<file path="src/rtl/fifo_uart_tx_if.sv">
// Bundle of the FIFO read port, enable, and UART line/status signals for fifo_uart_tx.
// master is the transmitter side; slave is the FIFO/pad/controller side.
interface fifo_uart_tx_if #(
    parameter int unsigned DATA_WIDTH = 8
);
    logic                  enable;
    logic                  fifo_empty;
    logic                  fifo_rd_en;
    logic [DATA_WIDTH-1:0] fifo_dout;
    logic                  tx;
    logic                  busy;
    logic                  tx_done;

    modport master (
        input  enable,
        input  fifo_empty,
        input  fifo_dout,
        output fifo_rd_en,
        output tx,
        output busy,
        output tx_done
    );

    modport slave (
        output enable,
        output fifo_empty,
        output fifo_dout,
        input  fifo_rd_en,
        input  tx,
        input  busy,
        input  tx_done
    );
endinterface

</file>
<file path="src/rtl/fifo_uart_tx.sv">
// Pops one word per frame from a registered-read FIFO and sends it as 8N1 UART, LSB first.
// Outputs are decoded from state or registered, so none depend combinationally on inputs.
module fifo_uart_tx #(
    parameter int unsigned DATA_WIDTH   = 8,
    parameter int unsigned CLKS_PER_BIT = 16
) (
    input  logic          clk,
    input  logic          rst,
    fifo_uart_tx_if.master bus
);
    localparam int unsigned CNT_W = (CLKS_PER_BIT > 1) ? $clog2(CLKS_PER_BIT) : 1;
    localparam int unsigned IDX_W = $clog2(DATA_WIDTH) + 1;
    localparam logic [CNT_W-1:0] CNT_LAST = CNT_W'(CLKS_PER_BIT - 1);
    localparam logic [IDX_W-1:0] IDX_LAST = IDX_W'(DATA_WIDTH - 1);

    localparam logic [2:0] StIdle  = 3'd0;
    localparam logic [2:0] StFetch = 3'd1;
    localparam logic [2:0] StWait  = 3'd2;
    localparam logic [2:0] StStart = 3'd3;
    localparam logic [2:0] StData  = 3'd4;
    localparam logic [2:0] StStop  = 3'd5;

    logic [2:0]            state_q, state_d;
    logic [CNT_W-1:0]      cnt_q, cnt_d;
    logic [IDX_W-1:0]      idx_q, idx_d;
    logic [DATA_WIDTH-1:0] shift_q, shift_d;
    logic                  tx_done_q, tx_done_d;
    logic                  bit_end;

    assign bit_end = (cnt_q == CNT_LAST);

    always_comb begin
        state_d   = state_q;
        cnt_d     = cnt_q;
        idx_d     = idx_q;
        shift_d   = shift_q;
        tx_done_d = 1'b0;
        unique case (state_q)
            StIdle: begin
                // fifo_empty is only looked at here, so a pop can never underflow.
                if (bus.enable && !bus.fifo_empty) state_d = StFetch;
            end
            StFetch: state_d = StWait;
            StWait: begin
                shift_d = bus.fifo_dout;
                cnt_d   = '0;
                state_d = StStart;
            end
            StStart: begin
                if (bit_end) begin
                    cnt_d   = '0;
                    idx_d   = '0;
                    state_d = StData;
                end else begin
                    cnt_d = cnt_q + 1'b1;
                end
            end
            StData: begin
                if (bit_end) begin
                    cnt_d   = '0;
                    shift_d = shift_q >> 1;
                    if (idx_q == IDX_LAST) begin
                        state_d = StStop;
                    end else begin
                        idx_d = idx_q + 1'b1;
                    end
                end else begin
                    cnt_d = cnt_q + 1'b1;
                end
            end
            StStop: begin
                if (bit_end) begin
                    cnt_d     = '0;
                    tx_done_d = 1'b1;
                    state_d   = StIdle;
                end else begin
                    cnt_d = cnt_q + 1'b1;
                end
            end
            default: state_d = StIdle;
        endcase
    end

    always_ff @(posedge clk or posedge rst) begin
        if (rst) begin
            state_q   <= StIdle;
            cnt_q     <= '0;
            idx_q     <= '0;
            shift_q   <= '0;
            tx_done_q <= 1'b0;
        end else begin
            state_q   <= state_d;
            cnt_q     <= cnt_d;
            idx_q     <= idx_d;
            shift_q   <= shift_d;
            tx_done_q <= tx_done_d;
        end
    end

    // Async reset of state_q forces the line high immediately.
    assign bus.tx         = (state_q == StStart) ? 1'b0 :
                            (state_q == StData)  ? shift_q[0] : 1'b1;
    assign bus.busy       = (state_q != StIdle);
    assign bus.fifo_rd_en = (state_q == StFetch);
    assign bus.tx_done    = tx_done_q;
endmodule

</file>
<file path="src/flat_wrapper.sv">
// flat-port wrapper written by rule: the top's interface ports become plain ports
module fifo_uart_tx_flat 
#(
    parameter int unsigned DATA_WIDTH   = 8,
    parameter int unsigned CLKS_PER_BIT = 16
)
  (clk, rst, bus_enable, bus_fifo_empty, bus_fifo_dout, bus_fifo_rd_en, bus_tx, bus_busy, bus_tx_done);
  fifo_uart_tx_if #(.DATA_WIDTH(DATA_WIDTH)) bus_i ();
  input  logic clk;
  input  logic rst;
  input wire logic [$bits(bus_i.enable)-1:0] bus_enable;
  input wire logic [$bits(bus_i.fifo_empty)-1:0] bus_fifo_empty;
  input wire logic [$bits(bus_i.fifo_dout)-1:0] bus_fifo_dout;
  output wire logic [$bits(bus_i.fifo_rd_en)-1:0] bus_fifo_rd_en;
  output wire logic [$bits(bus_i.tx)-1:0] bus_tx;
  output wire logic [$bits(bus_i.busy)-1:0] bus_busy;
  output wire logic [$bits(bus_i.tx_done)-1:0] bus_tx_done;
  assign bus_i.enable = bus_enable;
  assign bus_i.fifo_empty = bus_fifo_empty;
  assign bus_i.fifo_dout = bus_fifo_dout;
  assign bus_fifo_rd_en = bus_i.fifo_rd_en;
  assign bus_tx = bus_i.tx;
  assign bus_busy = bus_i.busy;
  assign bus_tx_done = bus_i.tx_done;
  fifo_uart_tx #(.DATA_WIDTH(DATA_WIDTH), .CLKS_PER_BIT(CLKS_PER_BIT)) u_core (.clk(clk), .rst(rst), .bus(bus_i));
endmodule
</file>
<file path="config.mk">
export PLATFORM = sky130hd
export DESIGN_NAME = fifo_uart_tx_flat
export DESIGN_NICKNAME = d
export VERILOG_FILES = /design/src/rtl/fifo_uart_tx_if.sv /design/src/rtl/fifo_uart_tx.sv /design/src/flat_wrapper.sv
export SDC_FILE = /design/constraint.sdc
export NUM_CORES = 1
export LEC_CHECK = 0
export BUFFER_PORTS_ARGS = -buffer_cell sky130_fd_sc_hd__buf_4
export CAP_MARGIN = 20
export CORE_MARGIN = 3
export CORE_UTILIZATION = 56
export DETAILED_ROUTE_END_ITERATION = 8
export PLACE_DENSITY = 0.88
export SKIP_CTS_REPAIR_TIMING = 1
export SYNTH_ARGS = -nofsm -noshare
export SYNTH_HDL_FRONTEND = slang
export SYNTH_SLANG_ARGS = --single-unit
</file>
<file path="constraint.sdc">
create_clock -name clk -period 2.4 [get_ports clk]
set_input_delay 0.24 -clock clk [delete_from_list [all_inputs] [get_ports clk]]
set_output_delay 0.24 -clock clk [all_outputs]
set_load 0.02 [all_outputs]
</file>
* Yosys cells after proc, flatten, opt, wreduce, memory -nomap -nowiden *
Index checks and enable logic that the tools add are counted.

cells by class
  $add $sub $neg = 2
  eq/ne operators = 13
  muxes and demuxes = 18
  reductions and logical operators = 11

operators with widths
  operator                                              count
  one-hot mux 3 bit (6 select lines)                    1
  2-to-1 mux 4 bit                                      4
  one-hot mux 4 bit (2 select lines)                    2
  one-hot mux 8 bit (2 select lines)                    1
  2-to-1 mux 3 bit                                      5
  != test 2 x 1 -> 1 bit (second input constant)        5
  adder 4 x 1 -> 4 bit (second input constant)          2
  2-to-1 mux 8 bit                                      1
  equality test 3 x 2 -> 1 bit (second input constant)  2
  equality test 3 bit (second input constant)           2
  nonzero test 2 bit                                    3
  AND reduction 5 bit                                   1
  equality test 4 x 3 -> 1 bit (second input constant)  1
  equality test 4 bit (second input constant)           1
  2-to-1 mux 1 bit                                      4
  AND reduction 4 bit                                   1
  equality test 3 x 1 -> 1 bit (second input constant)  1
  zero test 3 bit                                       1
  nonzero test 3 bit                                    1
  OR reduction 3 bit                                    1
  != test 2 bit (second input constant)                 1
  AND reduction 2 bit                                   1
  logical AND 1 bit                                     1
  zero test 1 bit                                       1

storage, ports and cells
  flip-flop bits (word level) = 20
  input bits = 12
  output and inout port bits = 4
  word-level logic and storage cells = 49

* Logic depth before layout (Yosys ltp) *
Gate-level depths: netlist (run 1).

  word-level depth = 4
  mapped depth = 6
  gate-level depth less buffers = 5

* Worst setup path after synthesis (run 1) *
OpenSTA, ideal clock, no wires.

  path type = reg2reg
  start = reg u_core.cnt_q[0]
  end = reg u_core.shift_q[0]
  setup time = 125 ps
  arrival time = 1,616 ps
  data required time = 2,275 ps
  path slack = 659 ps
  stages on the path, launching flop included = 6
  path buffers = 0
  period minus slack after synthesis = 1,741 ps
  cell sequence = dfrtp_1 -> ha_1 -> nand3_2 -> or2_4 -> a21oi_4 -> mux2_2

on the way
  word-level cells in the longest chain between the ends = 3

ends and longest elaborated chain
  element                                  line                source
  start: declaration                       fifo_uart_tx.sv:24  logic [CNT_W-1:0] cnt_q, cnt_d;
  start signal: assignment                 fifo_uart_tx.sv:93  cnt_q <= cnt_d;
  equality test 4 bit                      fifo_uart_tx.sv:30  assign bit_end = (cnt_q == CNT_LAST);
  != test 2 x 1 -> 1 bit (no source line)  -
  AND reduction 2 bit (no source line)     -
  end signal: assignment                   fifo_uart_tx.sv:95  shift_q <= shift_d;
  end: declaration                         fifo_uart_tx.sv:26  logic [DATA_WIDTH-1:0] shift_q, shift_d;

Every way passes these cells.
A chain may end at the register's enable or synchronous reset.

* Worst setup path in the final report (run 1) *
  start = reg u_core.cnt_q[0]
  end = reg u_core.shift_q[6]

The elaborated chain is that of the path after synthesis.

==> results.cfg, run 1 <==
[drt]
viasPerCell = 5.760
vias = 962
drtAntennaViolNets = 0
wire_per_inst_um = 13.56
drtPass1Iterations = 4
drtIter0Drc = 20
drc = 0
wl_mm = 2.264

[timing]
rsz0062_at_grt = false
slew_headroom = 0.5054
fin_setup_tns_ps = 0
clock.fmax_mhz = 519.3
worst_pin_slew_ps = 741.1
slew_viol_final = 0
final_hold_viol_count = 0
clock_skew_ps = 1.339
fin_ws_ps = 474.3
setup_viol = 0
fin_crit_sh = 0.8024
hold_ws_ps = 61.38
period_minus_slack_ps = 1926

[logic_synthesis]
ys_warn_count = 0
ys_types = 39
ys_seq_elements = 20
ys_seq_area_frac = 0.4242
dominantRegCellSynth = dfrtp_1
synth_fp_nets = 145
syn_avg_cell_area_um2 = 9.007
netlist_instances = 131
synth-edff-count = 0
syn_area_um2 = 1180
synth-async-reset-ratio = 1.000

[cts]
htree_levels = 1
clk_pin_slew_worst_paths_ps = 110
cts_buffer_depth = 2
cts_sinks = 20
root_buffer = clkbuf_4
cts_tree = done
cts-buffers-inserted = 3
clock_latency_ps = 290

[layout]
fin_area_um2 = 1305
utilization = 0.7024
instances_no_fill = 167
layout-drive-gt1-share = 0.2254
final-seq-area_um2 = 500.5
nNetsFinal = 158
fill_cells = 143
diodes = 0
multi_input_area_um2 = 611.8
syn_to_final_growth_pct = 10.60

[power]
p_leak_nw = 0.6582
p_clk_frac = 0.292
seqPwrFrac = 0.646
power_density_nw_per_um2 = 410.2
internal-power_uw = 419.8
total_power_uw = 535.3
p_comb_frac = 0.062
p_sw_uw = 115.5
ir_worst_vdd_mv = 0.3129
swShare = 0.2158

[critical_path]
slowest_stage = dfrtp_1
end_kind = flip-flop
crit_fanout = 7
critPathRequiredTime_ps = 2590
worstPathCellList = ha_1 -> nand3_2 -> or2_4 -> a21oi_4 -> mux2_2
worstSetupPathType = reg2reg
max_stage_delay_ps = 450
cp.arrival_ps = 2120
start_kind = flip-flop

[place]
place.gp.congestion = 0.8604
io_buffers = 15
dp_slack_ps = 488.8
placed_area_um2 = 1282
dpl.hpwl_mm = 1.695
dp.cells = 164

[job]
maxCapViolCount = 0

[die]
dieArea_um2 = 2694
boundaryPins = 16
coreArea_um2 = 1858
die_w_um = 51.90
die_h_um = 51.90
rows = 15
start_util = 0.6350

[grt]
grt_start_max_net_pins = 21
grt_usage = 0.2057
antenna_found_initial = 0
overflow = 0
grt_first_pass_wirelength_mm = 4.112
grt_pass1_vias = 959

[worst_hold_path]
hp-class = in2async

[outcome]
outcome = complete, no violations
-- cells in the mapped netlist (3+ instances only) --
master    number  area, µm²
nand2_1       26      97.59
dfrtp_1       20      500.5
a21oi_1       10      50.05
mux2_2         8      90.09
nand3_1        6      30.03
nor2_1         6      22.52
o21ai_0        6      30.03
nor3_1         5      25.02
a211oi_1       4      30.03
clkbuf_1       3      11.26
nand2b_1       3      18.77
-- area by class of cell --
cell class	count	share of cell area
multi-input cells	99	0.4688
flip-flops and latches	20	0.3835
repair buffers	17	0.09779
well taps	25	0.02397
clock buffers	3	0.01726
inverters	3	0.008629
-- registers in the layout, summed over array words and instances (netlist names) --
signal / count
u_core.shift_q: 8
u_core.cnt_q: 4
u_core.idx_q: 4
u_core.state_q: 3
u_core.bus.tx_done: 1
-- worst max-delay path, delay by kind of cell (launching register included) --
kind,cells,cell delay [ps]
simple gates,2,460
compound gates,1,270
flops,1,450
mux,1,370
fa+ha+maj,1,270
-- worst paths after layout --
path / start / end / cells after the start / slack (ps)
worst max-delay path: u_core.cnt_q[0] / u_core.shift_q[6] / 5 / 470
worst min-delay path: rst / u_core.idx_q[0] / 2 / 60
worst max register to register: u_core.cnt_q[0] / u_core.shift_q[6] / 5 / 470
worst min register to register: u_core.shift_q[7] / u_core.shift_q[7] / 1 / 500
max in group asynchronous: rst / u_core.cnt_q[2] / 2 / 1880
min in group clk: bus_fifo_dout[2] / u_core.shift_q[2] / 4 / 260
-- power groups by stage --
stage                     clock network, mW  logic (mW)  registers, mW
after global routing                  0.173      0.0379          0.347
final                                 0.156      0.0331          0.346
after floorplan                           0      0.0160          0.351
after CTS                             0.160      0.0339          0.346
after global placement                    0      0.0328          0.352
after detailed placement                  0      0.0338          0.352
-- layout by cell type, fill, tap and decap left out, types with 2 or more instances in the layout --
master,n
ha_1,2
a31oi_1,2
dfrtp_1,20
inv_1,2
o21ai_0,6
a211oi_1,4
nor2_1,6
mux2_2,8
nor3b_1,2
nand3_1,6
a21oi_1,10
buf_4,17
clkbuf_4,3
nand2_1,26
nor3_1,5
nand2b_1,3
-- logic make-up after synthesis --
kind of cell,after synthesis,share of synthesized area
buffers and inverters,12,0.05726
AO/OA/AOI/OAI,32,0.1824
adder cells (fa/ha/maj),2,0.02121
flip-flops,20,0.4242
multiplexers,9,0.08484
AND/OR/NAND/NOR,56,0.2301
-- layer usage --
layer / wire length, µm / global-route usage
met2: 1160 / 0.3326
met4: 29 / 0.1048
met3: 51 / 0.03438
met5: 0 / 0
met1: 1022 / 0.2630
No activity file was read; power rests on OpenSTA's default activity.
==> run 2: changes to the inputs <==
--- a/config.mk
+++ b/config.mk
@@ -5,12 +5,13 @@
 export SDC_FILE = /design/constraint.sdc
 export NUM_CORES = 1
 export LEC_CHECK = 0
+export ABC_AREA = 1
 export BUFFER_PORTS_ARGS = -buffer_cell sky130_fd_sc_hd__buf_4
 export CAP_MARGIN = 20
 export CORE_MARGIN = 3
-export CORE_UTILIZATION = 56
+export CORE_UTILIZATION = 55
 export DETAILED_ROUTE_END_ITERATION = 8
-export PLACE_DENSITY = 0.88
+export PLACE_DENSITY = 0.87
 export SKIP_CTS_REPAIR_TIMING = 1
 export SYNTH_ARGS = -nofsm -noshare
 export SYNTH_HDL_FRONTEND = slang
==> constraint.sdc (replaced) <==
create_clock -name clk -period 2 [get_ports clk]
set_input_delay 0.2 -clock clk [delete_from_list [all_inputs] [get_ports clk]]
set_output_delay 0.2 -clock clk [all_outputs]
set_load 0.02 [all_outputs]
==> run 2 against run 1 <==
  * Combinational power up 18%
  * Register-to-register slack hardly changed
  * First-iteration DRC count is 5.0% higher
  * Non-clock buffer count decreased by 2
  * Worst setup slack got worse by 230 ps
  * Cell count rose by 13%
  * Global-route usage decreased by 2.9 points
  * Clock power rose by 51%
  * Highest routed layer unchanged
==> results.cfg, run 2 <==
[logic_synthesis]
netlist.area_leader.share = 0.4582
synth-async-reset-ratio = 1.000
synth_fp_nets = 160
syn_avg_cell_area_um2 = 7.481
synthXorXnorAreaFrac = 0.008018
ys_warn_count = 0
synth_top_family_by_area = simple AND/OR/NAND/NOR gates
synth_mux_area_frac = 0
dominantRegCellSynth = dfrtp_1
yosys-top-cells-count = 67 x nand2_1, 20 x dfrtp_1, 12 x inv_1
synth-edff-count = 0
ys_seq_area_frac = 0.4582
synthSimpleGateAreaFrac = 0.3746
synth.most_common_cell = nand2_1
synth_top_area_cell = dfrtp_1
syn_area_um2 = 1092
netlist_instances = 146
ys_types = 23
synthTopCellsByArea = dfrtp_1 46%, nand2_1 23%, nand3_1 4.6%
synth_compound_area_frac = 0.06758
synth_adder_area_share = 0.02291
ys_seq_elements = 20

[critical_path]
start_kind = flip-flop
end_kind = output pin
reg2reg_slack_ps = 480
worstSetupPathType = reg2out
ff2ff_path_depth = 6
reg2reg_from = u_core.cnt_q[0]
reg2reg_to = u_core.shift_q[3]
cp.arrival_ps = 1560
crit_fanout = 8
critPathRequiredTime_ps = 1800

[cts]
cts_sinks = 20
root_buffer = clkbuf_4
cts-buffers-inserted = 3
clk_pin_slew_worst_paths_ps = 110
cts_tree = done
cts_buffer_depth = 2
htree_levels = 1
clock_latency_ps = 300

[timing]
clock.fmax_mhz = 568.1
worst_pin_slew_ps = 739.0
final_hold_viol_count = 0
slew_headroom = 0.5068
fin_setup_tns_ps = 0
period_minus_slack_ps = 1760
rsz0062_at_grt = false
setup_viol = 0
fin_crit_sh = 0.8802
clock_skew_ps = 1.735
slew_viol_final = 0
hold_ws_ps = 9.914

[power]
p_leak_nw = 0.6745
total_power_uw = 689.5
power_density_nw_per_um2 = 551.6
ir_worst_vdd_mv = 0.3633

[layout]
top_register = u_core.shift_q
syn_to_final_growth_pct = 14.43
fin_area_um2 = 1250
largest_reg_flops = 8
utilization = 0.6938
final_common_cell = nand2_1
nNetsFinal = 178
final_cell_mix = 67 x nand2_1, 20 x dfrtp_1, 15 x buf_4, 12 x inv_1
layout-drive-gt1-share = 0.1718
reg_top3 = u_core.shift_q: 8 flops, u_core.cnt_q: 4 flops, u_core.idx_q: 4 flops
diodes = 0

[drt]
drtIter0Drc = 21
drtPass1Iterations = 6
drc = 0
vias = 977
drtAntennaViolNets = 0
viasPerCell = 5.197
wire_per_inst_um = 10.75
wl_mm = 2.021

[grt]
grt_first_pass_wirelength_mm = 3.470
grt_start_max_net_pins = 21
overflow = 0
grt_usage = 0.1770
antenna_found_initial = 0
grt_pass1_vias = 843

[die]
rows = 15
dieArea_um2 = 2557
die_h_um = 50.57
start_util = 0.6063
die_w_um = 50.57
boundaryPins = 16
coreArea_um2 = 1802

[place]
dpl.hpwl_mm = 1.530
placed_area_um2 = 1214
place.gp.congestion = 0.7932
io_buffers = 15

[worst_hold_path]
hp-class = in2async

[outcome]
outcome = complete, no violations

[job]
maxCapViolCount = 0
run 2: cell types whose count changed after synthesis, sizes merged, moves of 4 or more:
cell	change
inv	+12
nand3	+4
mux2	-8
nand2	+42
nor2	+5
clkbuf	-5
a21oi	-10
a211oi	-4
run 2: report_power, final:
part	switching, mW	internal (mW)	total, mW
clock network	0.124	0.111	0.235
registers	0.00384	0.411	0.415
logic	0.0188	0.0204	0.0392
run 2: how the worst max path moves through the flow:
| stage | from | end | slack [ps] | cells after the start |
|---|---|---|---|---|
| 2_1_floorplan | u_core.state_q[2] | bus_tx | 620 | 5 |
| 3_3_place_gp | u_core.cnt_q[0] | u_core.shift_q[4] | 580 | 6 |
| 3_5_place_dp | u_core.cnt_q[0] | u_core.shift_q[3] | 510 | 6 |
| 4_1_cts | u_core.state_q[2] | bus_tx | 240 | 5 |
| 5_1_grt | u_core.state_q[2] | bus_tx | 130 | 5 |
| 6_report | u_core.state_q[2] | bus_tx | 240 | 5 |
run 2: through the flow:
stage,setup WS (ps),std cells
global placement,579.3,184
global route,127.4,188
floorplan,622.1,146
detailed placement,507.8,184
CTS,237.2,188
finish,239.6,188
run 2: cell type report:
class / count / area (µm²)
fill: 169 / 551.8
multi-input combinational: 110 / 516.7
sequential: 20 / 500.5
timing repair buffer: 15 / 112.6
inverter: 14 / 52.55
clock buffer: 4 / 36.28
tap: 25 / 31.28
run 2: logic make-up after synthesis:
family,after synthesis
AND/OR/NAND/NOR,96
AO/OA/AOI/OAI,11
buffers and inverters,16
adder cells (fa/ha/maj),2
XOR/XNOR,1
flip-flops,20
run 2: worst max-delay path, stage by stage, from the launching register on:
cell     delay (ps)
dfrtp_1         550
inv_2            60
nand3_1         200
inv_1            90
o21ai_0         180
buf_4           170
run 2: metal layers:
| metal | vias up | track usage | share of wire |
|---|---|---|---|
| met4 | 0 | 0.08072 | 0.027 |
| met2 | 23 | 0.2891 | 0.49 |
| met1 | 453 | 0.2300 | 0.44 |
| met5 | - | 0 | 0 |
| met3 | 7 | 0.02671 | 0.046 |
| li1 | 494 | - | - |
